File: src/rtl/formula_loader.sv
// formula_loader: packs a valid/ready CNF literal stream into a flat formula, drives the SAT
// kernel with find and holds its verdict until done_ack. Optional macro: LOADER_CYCLE_CNT_EN.
module formula_loader #(
  parameter int unsigned TIMEOUT_CYCLES = 4096,
  parameter int unsigned MAX_CLAUSES    = 10,
  parameter int unsigned MAX_LITS       = 5
) (
  input  logic                                   clock,
  input  logic                                   reset,
  input  logic                                   lit_valid,
  output logic                                   lit_ready,
  input  logic [3:0]                             lit_in,
  input  logic                                   lit_eoc,
  input  logic                                   lit_eof,
  output logic                                   find,
  output logic [MAX_CLAUSES*(4*MAX_LITS+3)+3:0]  out_formula,
  input  logic                                   kernel_ended,
  input  logic                                   kernel_sat,
  input  logic                                   kernel_unsat,
  output logic                                   done,
  output logic                                   result_sat,
  output logic                                   result_unsat,
  output logic [2:0]                             err_code,
  input  logic                                   done_ack
`ifdef LOADER_CYCLE_CNT_EN
  ,
  output logic [15:0]                            solve_cycles
`endif
);

  // Layout, LSB first: formula count[3:0], then clause c at bit 4+ClauseW*c holding its
  // count[2:0] followed by literal l at offset 3+4*l. Literal = {var[2:0], polarity}.
  localparam int unsigned ClauseW  = 4 * MAX_LITS + 3;
  localparam int unsigned FormulaW = MAX_CLAUSES * ClauseW + 4;

  localparam logic [1:0] StIdle  = 2'd0;
  localparam logic [1:0] StLoad  = 2'd1;
  localparam logic [1:0] StSolve = 2'd2;
  localparam logic [1:0] StDone  = 2'd3;

  localparam logic [2:0] ErrNone       = 3'd0;
  localparam logic [2:0] ErrBadVar     = 3'd1;
  localparam logic [2:0] ErrClauseOvf  = 3'd2;
  localparam logic [2:0] ErrFormulaOvf = 3'd3;
  localparam logic [2:0] ErrTimeout    = 3'd4;
  localparam logic [2:0] ErrProto      = 3'd5;

  logic [1:0]          state_q, state_d;
  logic [FormulaW-1:0] formula_q, formula_d;
  logic [3:0]          clause_idx_q, clause_idx_d;
  logic [2:0]          lit_idx_q, lit_idx_d;
  logic                find_q, find_d;
  logic                done_q, done_d;
  logic                res_sat_q, res_sat_d;
  logic                res_unsat_q, res_unsat_d;
  logic [2:0]          err_q, err_d;
  logic [31:0]         tmo_q, tmo_d;
`ifdef LOADER_CYCLE_CNT_EN
  logic [15:0]         cyc_q, cyc_d;
`endif

  logic       accept;
  logic [2:0] tok_err;

  assign lit_ready = (state_q == StIdle) || (state_q == StLoad);
  assign accept    = lit_valid & lit_ready;

  always_comb begin
    state_d      = state_q;
    formula_d    = formula_q;
    clause_idx_d = clause_idx_q;
    lit_idx_d    = lit_idx_q;
    find_d       = find_q;
    done_d       = done_q;
    res_sat_d    = res_sat_q;
    res_unsat_d  = res_unsat_q;
    err_d        = err_q;
    tmo_d        = tmo_q;
`ifdef LOADER_CYCLE_CNT_EN
    cyc_d        = cyc_q;
`endif

    tok_err = ErrNone;
    if (lit_in[3:1] == 3'd0) begin
      tok_err = ErrBadVar;
    end else if (32'(lit_idx_q) == MAX_LITS) begin
      tok_err = ErrClauseOvf;
    end else if (32'(clause_idx_q) == MAX_CLAUSES) begin
      tok_err = ErrFormulaOvf;
    end

    case (state_q)
      StIdle, StLoad: begin
        if (accept) begin
          if (tok_err != ErrNone) begin
            // Offending token is dropped; the partial formula stays visible until acked.
            err_d   = tok_err;
            done_d  = 1'b1;
            state_d = StDone;
          end else begin
            for (int unsigned c = 0; c < MAX_CLAUSES; c++) begin
              if (32'(clause_idx_q) == c) begin
                for (int unsigned l = 0; l < MAX_LITS; l++) begin
                  if (32'(lit_idx_q) == l) begin
                    formula_d[4 + ClauseW*c + 3 + 4*l +: 4] = lit_in;
                  end
                end
                if (lit_eoc || lit_eof) begin
                  formula_d[4 + ClauseW*c +: 3] = lit_idx_q + 3'd1;
                end
              end
            end
            if (lit_eoc || lit_eof) begin
              lit_idx_d    = 3'd0;
              clause_idx_d = clause_idx_q + 4'd1;
            end else begin
              lit_idx_d = lit_idx_q + 3'd1;
            end
            if (lit_eof) begin
              formula_d[3:0] = clause_idx_q + 4'd1;
              state_d        = StSolve;
              find_d         = 1'b1;
              tmo_d          = 32'd0;
`ifdef LOADER_CYCLE_CNT_EN
              cyc_d          = 16'd0;
`endif
            end else begin
              state_d = StLoad;
            end
          end
        end
      end

      StSolve: begin
`ifdef LOADER_CYCLE_CNT_EN
        if (cyc_q != 16'hFFFF) cyc_d = cyc_q + 16'd1;
`endif
        // A verdict on the timeout edge takes precedence over the timeout.
        if (kernel_ended) begin
          res_sat_d   = kernel_sat;
          res_unsat_d = kernel_unsat;
          err_d       = (kernel_sat == kernel_unsat) ? ErrProto : ErrNone;
          find_d      = 1'b0;
          done_d      = 1'b1;
          state_d     = StDone;
        end else if (tmo_q == TIMEOUT_CYCLES - 1) begin
          err_d   = ErrTimeout;
          find_d  = 1'b0;
          done_d  = 1'b1;
          state_d = StDone;
        end else begin
          tmo_d = tmo_q + 32'd1;
        end
      end

      StDone: begin
        if (done_ack) begin
          state_d      = StIdle;
          formula_d    = '0;
          clause_idx_d = 4'd0;
          lit_idx_d    = 3'd0;
          done_d       = 1'b0;
          res_sat_d    = 1'b0;
          res_unsat_d  = 1'b0;
          err_d        = ErrNone;
`ifdef LOADER_CYCLE_CNT_EN
          cyc_d        = 16'd0;
`endif
        end
      end

      default: state_d = StIdle;
    endcase
  end

  always_ff @(posedge clock) begin
    if (reset) begin
      state_q      <= StIdle;
      formula_q    <= '0;
      clause_idx_q <= 4'd0;
      lit_idx_q    <= 3'd0;
      find_q       <= 1'b0;
      done_q       <= 1'b0;
      res_sat_q    <= 1'b0;
      res_unsat_q  <= 1'b0;
      err_q        <= ErrNone;
      tmo_q        <= 32'd0;
`ifdef LOADER_CYCLE_CNT_EN
      cyc_q        <= 16'd0;
`endif
    end else begin
      state_q      <= state_d;
      formula_q    <= formula_d;
      clause_idx_q <= clause_idx_d;
      lit_idx_q    <= lit_idx_d;
      find_q       <= find_d;
      done_q       <= done_d;
      res_sat_q    <= res_sat_d;
      res_unsat_q  <= res_unsat_d;
      err_q        <= err_d;
      tmo_q        <= tmo_d;
`ifdef LOADER_CYCLE_CNT_EN
      cyc_q        <= cyc_d;
`endif
    end
  end

  assign find         = find_q;
  assign out_formula  = formula_q;
  assign done         = done_q;
  assign result_sat   = res_sat_q;
  assign result_unsat = res_unsat_q;
  assign err_code     = err_q;
`ifdef LOADER_CYCLE_CNT_EN
  assign solve_cycles = cyc_q;
`endif

endmodule

File: config.mk
export PLATFORM = sky130hd
export DESIGN_NAME = formula_loader
export DESIGN_NICKNAME = d
export VERILOG_FILES = /design/src/rtl/formula_loader.sv
export SDC_FILE = /design/constraint.sdc
export NUM_CORES = 1
export LEC_CHECK = 0
export CORE_ASPECT_RATIO = 0.75
export CORE_MARGIN = 10
export CORE_UTILIZATION = 52
export CTS_CLUSTER_SIZE = 20
export DETAILED_ROUTE_END_ITERATION = 8
export DONT_BUFFER_PORTS = 1
export PLACE_DENSITY_LB_ADDON = 0.25
export SLEW_MARGIN = 20
export SYNTH_ARGS = -nofsm -noshare
export SYNTH_HDL_FRONTEND = slang
export SYNTH_SLANG_ARGS = --single-unit
File: constraint.sdc
create_clock -name clock -period 5.8 [get_ports clock]
set_input_delay 1.16 -clock clock [delete_from_list [all_inputs] [get_ports clock]]
set_output_delay 1.16 -clock clock [all_outputs]
set_load 0.02 [all_outputs]
==> results.json, run 1 <==
{
  "dpl.hpwl_um": 23300,
  "grt_overflow_total": 0,
  "cts_root_buf": "clkbuf_16",
  "clk_pin_slew_ns": 0.06,
  "crit_fanout": 28,
  "period_share_pct": 56.3,
  "min_path_type": "register to register",
  "syn_area_mm2": 0.0114,
  "grt_setup_unrepaired": "false",
  "leakage_nw": 4.16,
  "grt_use_total_pct": 22.8,
  "start_util_pct": 53.5,
  "syn_nets": 1222,
  "vias": 8691,
  "yosys_warnings": 0,
  "status": "complete, no violations",
  "synth_cells": 1199,
  "cts_buffers": 27,
  "yosys.cell_types.count": 57,
  "syn2layout_area_growth_pct": 8.65,
  "grt_pass1_vias": 8164,
  "rows": 46,
  "routed_wl_um": 34300,
  "core_mm2": 0.0214,
  "slew_violations": 0,
  "dieHeight_um": 148,
  "dieArea_mm2": 0.0284,
  "ctsHoldBuffers": 0,
  "critPathKind": "register to register",
  "synth_ff_type": "dfxtp_1",
  "async_flop_share_pct": 0,
  "hold_viol_final": 0,
  "clockBufferDepth": 3,
  "post_cts_resized": 0,
  "drive_above_1_share_pct": 11.4,
  "vias_per_cell": 5.92,
  "io_pins": 255,
  "die_x_um": 191,
  "grt_max_degree": 129,
  "nets": 1186,
  "gp_congestion": 0.920,
  "n_antenna_cell": 0,
  "grt_pass1_wl_um": 51400,
  "r2r_slack_ns": 2.54,
  "tns_ns": 0,
  "clock_latency_ns": 0.52,
  "min_period_ns": 3.26,
  "synth_edf_count": 0,
  "antenna_found_initial": 0,
  "critPathRequiredTime_ns": 6.17,
  "htreeDepth": 1,
  "drc": 0,
  "pwr_density_cell_mw_per_mm2": 337,
  "setup_viol": 0,
  "avgRoutedWirePerCell_um": 23.4,
  "skew_ns": 0.00732,
  "slew_headroom_pct": 24.7,
  "finalHoldWorstSlack_ns": 0.494,
  "port-buffer-count": 0,
  "drtAntennaViolNets": 0,
  "crit_path_end_kind": "register",
  "worst_ep_arrival_time_ns": 3.63,
  "fmax_mhz": 306,
  "syn_avg_cell_area_um2": 9.54,
  "max-cap-violations": 0,
  "clock_sinks": 282,
  "drtIter0Drc": 635,
  "ys_ff_latch": 282,
  "dr.pass1.iters": 5,
  "tritoncts": "yes",
  "synth-seq-area-share_pct": 49.4,
  "ir_worst_vdd_uv": 208,
  "worstMarginPinSlew_ns": 1.13,
  "worst_setup_path_start_kind": "register",
  "post_cts_buffers": 0
}
[per-layer routing]
layer	vias to the layer above	global-route usage, %	share of wire (%)
li1	4112	-	-
met1	4158	30.4	42
met2	377	33.7	43
met3	44	9.11	13
met4	0	5.42	2.3
met5	-	0	0
[Yosys cell counts, drive strengths merged, types with 7 or more instances]
cell	instances	area share (%)
or2	8	0.44
mux2i	214	19
and3	8	0.44
a211o	10	0.77
buf	15	0.77
or4	7	0.46
dfxtp	282	49
a311oi	10	0.77
ha	10	1.1
clkbuf	62	2.0
nor3	30	1.3
nor4	15	0.93
nand4	9	0.55
or3	9	0.49
o21ai	15	0.66
inv	15	0.49
nand2	253	8.3
nand3	27	1.2
a31o	22	1.7
a31oi	10	0.55
a21oi	39	1.7
nor2	77	3.4
[metrics by stage]
stage | utilization, % | power (mW) | std cells | setup WS, ns | instance area (µm²)
floorplan | - | 2.42 | 1199 | 2.94 | 11400
global placement | 54.2 | 2.54 | 1422 | 2.39 | 11600
detailed placement | 54.2 | 2.54 | 1422 | 2.29 | 11600
CTS | 58.2 | 4.22 | 1468 | 2.40 | 12400
global route | 58.2 | 4.33 | 1468 | 2.28 | 12400
finish | 58.2 | 4.19 | 1468 | 2.54 | 12400
[sequential cells by signal (all words and copies together), names as in the netlist]
register / count
out_formula: 234
tmo_q: 32
clause_idx_q: 4
err_code: 3
lit_idx_q: 3
state_q: 2
done: 1
find: 1
result_sat: 1
result_unsat: 1
[cells by family (layout without fill, tap and decap cells)]
logic type	Yosys count	in the layout	synth area share, %
AND/OR/NAND/NOR	459	459	18.5
flip-flops	282	282	49.4
multiplexers	214	214	18.7
AO/OA/AOI/OAI	139	139	8.74
buffers and inverters	92	73	3.29
adder cells (fa/ha/maj)	10	10	1.09
XOR/XNOR	3	3	0.230
[final timing paths]
check                    start               end  depth (start not counted)
hold / removal    lit_idx_q[2]      lit_idx_q[2]                          2
setup / recovery    state_q[1]  out_formula[126]                          5
hold reg to reg   lit_idx_q[2]      lit_idx_q[2]                          2
setup reg to reg    state_q[1]  out_formula[126]                          5
[critical path, stage by stage, from the launching register on]
cell     delay [ns]
dfxtp_1        0.97
nand2_1        0.47
o22ai_1        0.58
a211o_1        0.69
nor2_2         0.21
mux2i_1        0.18
[report_power, final]
part,switching [mW],internal (mW)
registers,0.135,2.00
logic,0.257,0.106
clock network,0.723,0.970
total,1.11,3.07
[cells in the final DEF, fill, tap and decap left out, types with 3 or more instances in the layout]
cell type	n
or3_1	9
nand2_2	4
nand2_1	249
nand4_1	8
a31oi_1	10
or4_1	7
o21a_1	4
a211oi_1	5
a211o_1	9
clkbuf_8	6
nor2_1	37
mux2i_1	214
nor4_1	13
and3_1	8
buf_4	12
dfxtp_1	282
clkinv_2	7
or2_2	6
o21ai_0	14
clkbuf_16	27
a311oi_1	10
nor2b_1	3
a41oi_1	5
nor2_2	40
a21oi_1	39
ha_1	10
o211ai_1	5
nor3_1	30
a31o_2	22
clkbuf_1	5
inv_1	14
and2_1	5
nand3_1	27
[final cells by class]
cell class | instances | area (µm²)
multi-input cells | 825 | 5420
well taps | 288 | 360
fillers | 1842 | 8930
clock buffers | 38 | 777
inverters | 15 | 61.3
repair buffers | 12 | 90.1
flip-flops and latches | 282 | 5650
clock inverters | 8 | 65.1
(Power assumes the default switching activity.)
==> run 2: changes to the inputs <==
==> constraint.sdc (replaced) <==
create_clock -name clock -period 3.3 [get_ports clock]
set_input_delay 0.66 -clock clock [delete_from_list [all_inputs] [get_ports clock]]
set_output_delay 0.66 -clock clock [all_outputs]
set_load 0.02 [all_outputs]
==> run 2 against run 1 <==
Effect of this change:
- cell count rose by 1.4%
- first-iteration DRC count rose by 23%
- clock-buffer cell count increased by 4
- via count rose by 1.4%
- hold slack worse by 0.30 ns
- sequential cell count did not move
- die area is the same
- critical endpoint is now out_formula[189]
- global-route usage grew 0.52 points
==> results.json, run 2 (synthesized netlist as in run 1, its figures left out) <==
{
  "post_cts_resized": 0,
  "io_pins": 255,
  "syn2layout_area_growth_pct": 11.3,
  "ir_worst_vdd_uv": 373,
  "final_cell_mix": "282 x dfxtp_1, 249 x nand2_1, 214 x mux2i_1, 40 x nor2_2, 39 x a21oi_1",
  "period_share_pct": 83.3,
  "vias": 8817,
  "dieHeight_um": 148,
  "crit_path_end_kind": "register",
  "grt_setup_unrepaired": "false",
  "finalHoldWorstSlack_ns": 0.194,
  "grt_max_degree": 91,
  "setup_viol": 0,
  "worst_slack_ns": 0.550,
  "drive_above_1_share_pct": 12.8,
  "cts_root_buf": "clkbuf_16",
  "tns_ns": 0,
  "gp_congestion": 0.912,
  "drtIter0Drc": 782,
  "nets": 1203,
  "fmax_mhz": 364,
  "final_common_cell": "dfxtp_1",
  "drc": 0,
  "clock_sinks": 282,
  "slew_headroom_pct": 29.4,
  "leakage_nw": 4.31,
  "p_total_mw": 7.76,
  "post_cts_buffers": 0,
  "critPathRequiredTime_ns": 3.72,
  "port-buffer-count": 0,
  "dieArea_mm2": 0.0284,
  "start_util_pct": 53.5,
  "drtAntennaViolNets": 0,
  "skew_ns": 0.0181,
  "clockBufferDepth": 3,
  "htreeDepth": 1,
  "min_period_ns": 2.75,
  "grt_pass1_vias": 8303,
  "dr.pass1.iters": 6,
  "vias_per_cell": 5.92,
  "n_antenna_cell": 0,
  "avgRoutedWirePerCell_um": 23.4,
  "placed_area_mm2": 0.0117,
  "crit_fanout": 24,
  "worst_ep_arrival_time_ns": 3.17,
  "max-cap-violations": 0,
  "slew_violations": 0,
  "largest_reg_flops": 234,
  "grt_pass1_wl_um": 52300,
  "tritoncts": "yes",
  "grt_overflow_total": 0,
  "dp_slack_ns": 0.506,
  "fin_area_mm2": 0.0127,
  "worstMarginPinSlew_ns": 1.06,
  "min_path_type": "input pin to register",
  "hold_viol_final": 0,
  "ctsHoldBuffers": 0,
  "fillers": 1857,
  "routed_wl_um": 34800,
  "grt_use_total_pct": 23.3,
  "rows": 46,
  "worst_setup_path_start_kind": "register",
  "status": "complete, no violations",
  "antenna_found_initial": 0,
  "critPathKind": "register to register",
  "clock_latency_ns": 0.54,
  "clk_pin_slew_ns": 0.06,
  "core_mm2": 0.0214,
  "dpl.hpwl_um": 23900,
  "pwr_density_cell_mw_per_mm2": 609,
  "die_x_um": 191,
  "cts_buffers": 28
}
run 2: changes by cell type in the layout (fill, tap and decap cells not counted):
| cell | previous run | this run |
|---|---|---|
| buf_4 | 12 | 24 |
| buf_12 | 0 | 4 |
| clkinv_2 | 7 | 3 |
| clkbuf_8 | 6 | 9 |
| bufinv_16 | 1 | 3 |
| clkinvlp_4 | 0 | 2 |
| a211o_1 | 9 | 10 |
| a211o_2 | 1 | 0 |
| clkbuf_16 | 27 | 28 |
| clkinv_8 | 0 | 1 |
run 2: final timing paths:
check | start | endpoint | slack [ns] | cells past startpoint
min | reset | tmo_q[29] | 0.19 | 1
max reg2reg | clause_idx_q[0] | out_formula[189] | 0.55 | 7
min reg2reg | lit_idx_q[2] | lit_idx_q[2] | 0.48 | 2
max | clause_idx_q[0] | out_formula[189] | 0.55 | 7
run 2: critical path: stages, from the launching register on:
cell      delay, ns
dfxtp_1        0.41
inv_1          0.10
ha_1           0.27
a2111o_1       0.52
a211o_1        0.52
buf_12         0.24
or2_2          0.32
a31o_2         0.25
run 2: layer usage:
layer	global-route usage [%]	vias up	wire (µm)
li1	-	4159	-
met3	9.60	47	4320
met1	30.9	4229	14800
met2	34.4	382	14900
met4	5.65	0	807
met5	0	-	0
run 2: through the flow:
stage | utilization (%) | std cells
after floorplan | - | 1199
after global placement | 55.0 | 1438
after detailed placement | 55.0 | 1438
after CTS | 59.6 | 1489
after global routing | 59.6 | 1489
final | 59.6 | 1489
run 2: cell type report:
| cell class | count | area, µm² | area share (%) |
|---|---|---|---|
| Multi-Input combinational cell | 825 | 5420 | 42.6 |
| Timing Repair Buffer | 28 | 260 | 2.04 |
| Sequential cell | 282 | 5650 | 44.4 |
| Clock buffer | 42 | 843 | 6.63 |
| Clock inverter | 9 | 136 | 1.07 |
| Inverter | 15 | 61.3 | 0.482 |
| Tap cell | 288 | 360 | 2.83 |
run 2: where the power goes:
| part | internal, mW | switching [mW] |
|---|---|---|
| Clock | 2.00 | 1.33 |
| Sequential | 3.51 | 0.230 |
| Combinational | 0.218 | 0.469 |
| Total | 5.73 | 2.03 |
==> run 3: changes to the inputs <==
==> constraint.sdc (replaced) <==
create_clock -name clock -period 2.6 [get_ports clock]
set_input_delay 0.52 -clock clock [delete_from_list [all_inputs] [get_ports clock]]
set_output_delay 0.52 -clock clock [all_outputs]
set_load 0.02 [all_outputs]
==> run 3 against run 2 <==
Effect of this change:
- setup slack got worse by 0.41 ns
- critical path depth did not move
- global-route usage fell by 0.24 points
- register-to-register slack got worse by 0.41 ns
- largest power group unchanged
- via count rose by 1.2%
- sequential cell count did not move
- hold slack got worse by 0.14 ns
- total power rose by 20%
- die area did not move
- combinational power rose by 33%
- clock skew rose by 0.0073 ns
- wire length fell by 0.33%
==> results.json, run 3 (synthesized netlist as in run 1, its figures left out) <==
{
  "drive_above_1_share_pct": 14.1,
  "drtIter0Drc": 762,
  "reg2reg_to": "out_formula[167]",
  "dpl.hpwl_um": 24000,
  "rows": 46,
  "period_share_pct": 94.7,
  "setup_viol": 0,
  "gp_congestion": 0.891,
  "drtAntennaViolNets": 0,
  "r2r_slack_ns": 0.14,
  "min_period_ns": 2.46,
  "worst_ep_arrival_time_ns": 2.87,
  "clock_sinks": 282,
  "antenna_found_initial": 0,
  "hold_start": "reset",
  "largest_reg_flops": 234,
  "avgRoutedWirePerCell_um": 23.0,
  "fmax_mhz": 406,
  "slew_headroom_pct": 35.7,
  "holdPathEnd": "result_unsat",
  "min_path_type": "input pin to register",
  "worstMarginPinSlew_ns": 0.964,
  "crit_fanout": 24,
  "syn2layout_area_growth_pct": 11.6,
  "grt_pass1_vias": 8205,
  "clockBufferDepth": 3,
  "final_cell_mix": "282 x dfxtp_1, 249 x nand2_1, 214 x mux2i_1, 47 x buf_4, 40 x nor2_2",
  "core_mm2": 0.0214,
  "clock_latency_ns": 0.54,
  "vias_per_cell": 5.92,
  "ctsHoldBuffers": 0,
  "vias": 8926,
  "cts_root_buf": "clkbuf_16",
  "io_pins": 255,
  "reg2regPathDepth": 7,
  "routed_wl_um": 34700,
  "leakage_nw": 4.37,
  "critPathKind": "register to register",
  "p_total_mw": 9.34,
  "status": "complete, no violations",
  "cp-startpoint": "clause_idx_q[0]",
  "grt_max_degree": 68,
  "dieHeight_um": 148,
  "dr.pass1.iters": 5,
  "tritoncts": "yes",
  "crit_path_end_kind": "register",
  "tns_ns": 0,
  "grt_setup_unrepaired": "false",
  "grt_pass1_wl_um": 52100,
  "max-cap-violations": 0,
  "die_x_um": 191,
  "finalHoldWorstSlack_ns": 0.0528,
  "ir_worst_vdd_uv": 469,
  "port-buffer-count": 0,
  "hold_viol_final": 0,
  "skew_ns": 0.0254,
  "min_path_cells": 1,
  "worst_setup_path_start_kind": "register",
  "rr_startpoint": "clause_idx_q[0]",
  "grt_use_total_pct": 23.1,
  "htreeDepth": 1,
  "cts_buffers": 27,
  "final_common_cell": "dfxtp_1",
  "slew_violations": 0,
  "pwr_density_cell_mw_per_mm2": 732,
  "post_cts_buffers": 0,
  "critPathRequiredTime_ns": 3.01,
  "clk_pin_slew_ns": 0.07,
  "grt_overflow_total": 0,
  "start_util_pct": 53.5,
  "drc": 0,
  "n_antenna_cell": 0,
  "nets": 1225,
  "post_cts_resized": 0,
  "dieArea_mm2": 0.0284
}
==> run 3: cell types whose count changed in the layout (fill, tap and decap cells not counted), moves of 2 or more <==
cell / change
clkinv_2: +3
clkbuf_1: +2
bufinv_16: -3
buf_4: +23
clkinvlp_4: -2
clkbuf_8: -4
==> run 3: how the worst max path moves through the flow <==
stage                            end  slack (ns)  cells past startpoint
finish              out_formula[167]        0.14                      7
detailed placement   out_formula[88]        0.01                      6
floorplan            out_formula[96]        0.29                      8
global placement    out_formula[111]        0.09                      6
CTS                  out_formula[23]        0.08                      6
global route         out_formula[21]        0.03                      5
==> run 3: area by class of cell <==
class / instances / area (µm²)
clock buffers: 39 / 771
inverters: 15 / 61.3
clock inverters: 7 / 38.8
multi-input cells: 825 / 5450
repair buffers: 51 / 433
well taps: 288 / 360
flip-flops and latches: 282 / 5650
fillers: 1818 / 8600
==> run 3: where the power goes <==
part	internal, mW	switching, mW	leakage [nW]
Combinational	0.307	0.606	1.68
Clock	2.05	1.63	0.405
Sequential	4.46	0.292	2.28
Total	6.81	2.53	4.37
==> run 3: per-layer routing <==
metal | GRT usage (%) | vias to the layer above | share of wire [%]
li1 | - | 4187 | -
met1 | 30.6 | 4310 | 42
met2 | 33.6 | 372 | 42
met3 | 9.25 | 57 | 12
met4 | 6.74 | 0 | 3.2
met5 | 0 | - | 0
==> run 3: metrics by stage <==
step           std cells  utilization [%]  setup slack (ns)  cell area, µm²
6_report            1507             59.7             0.138           12800
5_1_grt             1507             59.7            0.0299           12800
4_1_cts             1507             59.6            0.0759           12700
3_5_place_dp        1461             55.8            0.0127           11900
3_3_place_gp        1461             55.8            0.0870           11900
2_1_floorplan       1199                -             0.288           11400
==> run 3: worst max-delay path: stages (launching register included) <==
cell	delay, ns
dfxtp_1	0.34
inv_1	0.06
ha_1	0.28
a2111o_1	0.48
a211o_1	0.35
buf_4	0.22
or2_2	0.34
a31o_2	0.25
